<file path="config.mk">
export PLATFORM = sky130hd
export DESIGN_NAME = line_point_gen
export DESIGN_NICKNAME = d
export VERILOG_FILES = /design/src/rtl/line_point_gen.sv
export SDC_FILE = /design/constraint.sdc
export NUM_CORES = 1
export LEC_CHECK = 0
export ABC_AREA = 1
export CORE_MARGIN = 5
export CORE_UTILIZATION = 40
export CTS_CLUSTER_SIZE = 40
export DETAILED_ROUTE_END_ITERATION = 6
export SYNTH_ARGS = -nofsm -noshare
export SYNTH_HDL_FRONTEND = slang
export SYNTH_SLANG_ARGS = --single-unit
</file>
<file path="constraint.sdc">
create_clock -name clk_in -period 3.2 [get_ports clk_in]
set_input_delay 0.48 -clock clk_in [delete_from_list [all_inputs] [get_ports clk_in]]
set_output_delay 0.48 -clock clk_in [all_outputs]
set_load 0.05 [all_outputs]
</file>
<file path="src/rtl/line_point_gen.sv">
// Streams (x, y) points along y = a + b*x with one add per point and y saturated to the screen.
// Optional LINE_POINT_GEN_CLIP_EN: out-of-range points are skipped instead of being presented saturated.
module line_point_gen #(
  parameter int unsigned X_START   = 0,
  parameter int unsigned X_END     = 1023,
  parameter int unsigned X_STEP    = 1,
  parameter int unsigned V_ACTIVE  = 768,
  parameter int unsigned FRAC_BITS = 6
) (
  input  logic               clk_in,
  input  logic               rst_in,
  input  logic signed [17:0] a_in,
  input  logic signed [24:0] b_in,
  input  logic               valid_in,
  input  logic               ready_in,
  output logic [10:0]        x_out,
  output logic [9:0]         y_out,
  output logic               point_valid_out,
  output logic               oob_out,
  output logic               busy_out,
  output logic               done_out
);

  typedef enum logic [1:0] {IDLE, LOAD, EMIT, DONE} state_t;

  localparam logic signed [37:0] XS    = 38'(X_START);
  localparam logic signed [37:0] XSTEP = 38'(X_STEP);
  localparam logic signed [37:0] RND   = 38'(1) << (FRAC_BITS - 1);
  localparam logic signed [37:0] YMAX  = 38'(V_ACTIVE - 1);

  state_t             state_q, state_d;
  logic signed [17:0] a_q, a_d;
  logic signed [24:0] b_q, b_d;
  logic signed [37:0] acc_q, acc_d;
  logic signed [37:0] bstep_q, bstep_d;
  logic [10:0]        x_q, x_d;

  logic signed [37:0] a_ext, b_ext, y_full;
  logic               in_range, last_pt, adv;

  always_comb begin
    a_ext    = {{20{a_q[17]}}, a_q};
    b_ext    = {{13{b_q[24]}}, b_q};
    // Adding half an LSB before the arithmetic shift rounds half toward +inf.
    y_full   = (acc_q + RND) >>> FRAC_BITS;
    in_range = !y_full[37] && (y_full <= YMAX);
    last_pt  = (32'(x_q) + X_STEP) > X_END;
  end

  always_comb begin
    state_d         = state_q;
    a_d             = a_q;
    b_d             = b_q;
    acc_d           = acc_q;
    bstep_d         = bstep_q;
    x_d             = x_q;
    adv             = 1'b0;
    point_valid_out = 1'b0;
    oob_out         = 1'b0;
    x_out           = '0;
    y_out           = '0;
    busy_out        = (state_q != IDLE);
    done_out        = (state_q == DONE);

    unique case (state_q)
      IDLE: begin
        if (valid_in) begin
          a_d     = a_in;
          b_d     = b_in;
          state_d = LOAD;
        end
      end
      LOAD: begin
        acc_d   = (a_ext <<< FRAC_BITS) + b_ext * XS;
        bstep_d = b_ext * XSTEP;
        x_d     = 11'(X_START);
        state_d = EMIT;
      end
      EMIT: begin
        x_out = x_q;
        y_out = y_full[37] ? '0 : (in_range ? y_full[9:0] : 10'(V_ACTIVE - 1));
`ifdef LINE_POINT_GEN_CLIP_EN
        // Hidden points advance without waiting for the consumer.
        point_valid_out = in_range;
        adv             = !in_range || ready_in;
`else
        point_valid_out = 1'b1;
        oob_out         = !in_range;
        adv             = ready_in;
`endif
        if (adv) begin
          if (last_pt) begin
            state_d = DONE;
          end else begin
            acc_d = acc_q + bstep_q;
            x_d   = x_q + 11'(X_STEP);
          end
        end
      end
      DONE: state_d = IDLE;
      default: state_d = IDLE;
    endcase
  end

  always_ff @(posedge clk_in) begin
    if (rst_in) begin
      state_q <= IDLE;
      a_q     <= '0;
      b_q     <= '0;
      acc_q   <= '0;
      bstep_q <= '0;
      x_q     <= '0;
    end else begin
      state_q <= state_d;
      a_q     <= a_d;
      b_q     <= b_d;
      acc_q   <= acc_d;
      bstep_q <= bstep_d;
      x_q     <= x_d;
    end
  end

endmodule

</file>
==> impl_metrics.toml <==
[sta]
slew_violations = 0
holdWs_ns = 0.448
period_minus_slack_ns = 3.06
period_share_pct = 95.7
final.setup_skew_ns = 0.00874
fmaxAchievable_mhz = 327
hold_viol_final = 0
setup_viol = 0
relSlewSlack_pct = 37.8
worstMarginPinSlew_ns = 0.933

[run]
max-cap-violations = 0

[hold_path]
min_from = "a_q[3]"
hold_end = "a_q[3]"
min_path_type = "register to register"
hold_depth = 2

[floorplan]
start_util_pct = 40.2
ios = 72
fp-row-count = 52
die-area_um2 = 23100
die_y_um = 152
coreArea_um2 = 20000
fp.dieW_um = 152

[drt]
vias_per_cell = 5.22
drt_wl_total_um = 25800
drcViolationCount = 0
antenna_left = 0
avgRoutedWirePerCell_um = 15.6
routed-via-count = 8634
drtIter0Drc = 583
firstDrtPassIters = 5

[grt]
use_met3_pct = 2.79
met2_usage_pct = 34.5
grt.total_usage_pct = 21.7
antenna_found_initial = 0
grt-ovfl-total = 0
grt_pass1_wl_um = 41500
use_met1_pct = 30.7
grt_max_degree = 81
grt_pass1_vias = 7995
busiest_layer = "met2"

[cts]
cts_buffers = 17
clk_path_buf_depth = 2
cts_root_buf = "clkbuf_16"
clk_pin_slew_ns = 0.06
post-cts-setup-buffers = 0
cts_tree = "done"
cts_sinks = 119
clk_latency_ns = 0.42
ctsHoldBuffers = 0
htreeDepth = 4

[critical_path]
arrival_ns = 2.58
cp-start-kind = "register"
reg2reg_setup_slack_ns = 0.64
regToRegStartpoint = "bstep_q[24]"
critPathKind = "register to output pin"
worstPathMaxFanout = 6
r2r_cells = 10
endpoint_kind = "output pin"
rr_endpoint = "acc_q[34]"
crit_required_ns = 2.72

[logic_synthesis]
yosysSeqAreaShare_pct = 29.6
ys_warn_count = 0
synthArstFlopShare_pct = 0
synth_cell_types = 38
synth_top_family_by_area = "simple AND/OR/NAND/NOR gates"
muxShareOfSynthArea_pct = 0
synth-xor-area-share_pct = 2.07
synth_simple_gate_area_share_pct = 35.6
synth-compound-area-share_pct = 18.1
synth_edf_count = 0
synth_nets = 1398
ys.flop_type = "dfxtp_1"
synth-adder-area-share_pct = 7.08
ys_seq_elements = 119
synth_area_per_cell_um2 = 6.17
syn_inst = 1306
syn_area_um2 = 8060

[final_layout]
n_antenna_cell = 0
nFillCells = 2192
layout.nets = 1463
fin_cells = 1654
multi_input_area_um2 = 5230
final_core_util_pct = 49.8
areaGrowthSynthToFinish_pct = 23.9
drive_gt1_share_pct = 10.9
seqCellArea_um2 = 2440

[placed_design]
placed_cells = 1621
portBuffers = 71
dpl.hpwl_um = 19700
place.gp.congestion = 0.959

[status]
outcome = "complete, no violations"

[power]
p_leak_nw = 4.23
ir_worst_vdd_v = 0.000405
powerDensity_nw_per_um2 = 884
[cell type report]
class / instances / area share, %
clock inverter: 15 / 1.58
inverter: 113 / 4.25
tap: 270 / 3.38
timing repair buffer: 89 / 9.74
sequential: 119 / 24.4
multi-input combinational: 1031 / 52.4
clock buffer: 17 / 4.26
[cell usage in the layout (no fill, tap or decap), types with 3 or more instances in the layout]
cell type	instances
dfxtp_1	92
xor2_1	14
clkbuf_16	17
nand2_1	291
inv_1	109
xnor2_1	5
or2_2	9
o21ai_0	137
a21boi_0	3
nand3b_1	17
inv_2	3
buf_4	16
inv_8	4
nor2_4	11
nand3_1	75
a21oi_1	128
nor2_1	213
nor2_2	20
inv_6	7
dfxtp_4	8
nand2_2	8
a21o_1	3
nor3_2	3
buf_12	12
clkdlybuf4s50_1	60
dfxtp_2	19
ha_1	42
nand4_1	11
nor3_1	19
[how the worst max path moves through the flow]
stage	start	end	slack, ns	cells past startpoint
6_report	acc_q[5]	y_out[8]	0.14	14
5_1_grt	acc_q[14]	y_out[5]	-0.009	13
3_5_place_dp	acc_q[5]	y_out[8]	0.19	14
3_3_place_gp	acc_q[5]	y_out[8]	0.28	14
4_1_cts	acc_q[5]	y_out[8]	0.0009	14
2_1_floorplan	acc_q[5]	y_out[8]	0.33	14
[per-stage QoR]
step	setup TNS, ns	instance area, um^2	power, W	setup WS, ns
after global routing	-0.0179	9980	0.00947	-0.00933
after CTS	0	9820	0.00872	0.000942
after floorplan	0	8060	0.00523	0.326
after global placement	0	9180	0.00662	0.276
final	0	9980	0.00882	0.138
after detailed placement	0	9180	0.00664	0.192
[worst max-delay path, stage by stage, from the launching register on]
cell	delay [ns]
dfxtp_4	0.39
ha_4	0.16
inv_1	0.07
nor2_4	0.14
nand3_2	0.11
nor2_2	0.17
nand3_1	0.08
nand2_1	0.07
nand2_1	0.05
nor2_1	0.16
nand3_4	0.13
nor2_4	0.21
nand2_1	0.07
nor2_1	0.17
buf_12	0.16
[metal layers]
layer / routed length, um / vias to the layer above
li1: - / 4422
met3: 1290 / 39
met4: 588 / 0
met5: 0 / -
met2: 11600 / 213
met1: 12300 / 3960
[flip-flops by register name (all words and copies together), names as in the netlist]
name,count
a_q,18
x_q,11
bstep_q,25
acc_q,38
state_q,2
b_q,25
[Yosys cell counts (all sizes together) (2+ instances only)]
master / n / area, um^2
a21oi: 130 / 654
xor2: 14 / 123
xnor2: 5 / 43.8
or2: 9 / 56.3
ha: 44 / 551
a21boi: 3 / 22.5
nand2: 300 / 1140
o22ai: 2 / 12.5
o21a: 2 / 15.0
nand4: 12 / 81.3
nor2: 243 / 942
o21ai: 139 / 696
dfxtp: 119 / 2380
nand3b: 17 / 128
inv: 112 / 420
a21o: 3 / 22.5
buf: 7 / 46.3
o21bai: 2 / 15.0
nor3: 22 / 120
clkbuf: 37 / 139
nand3: 78 / 390
[cells by family after synthesis]
kind of cell,Yosys count
and+or+nand+nor,682
AOI/OAI and AO/OA,284
DFF,119
buffers and inverters,157
adders and majority gates,45
xor gates and xnor gates,19
[timing repair]
item	CTS	global route
pin swaps	2	7
cloned	1	0
setup endpoints to repair	11	11
resized for setup	18	62
[where the power goes]
group / internal [W] / total, W / switching (W)
logic: 0.00154 / 0.00424 / 0.00270
clock network: 0.00111 / 0.00193 / 0.000828
registers: 0.00203 / 0.00264 / 0.000614
Note: power is estimated with default switching activity, not from simulation.
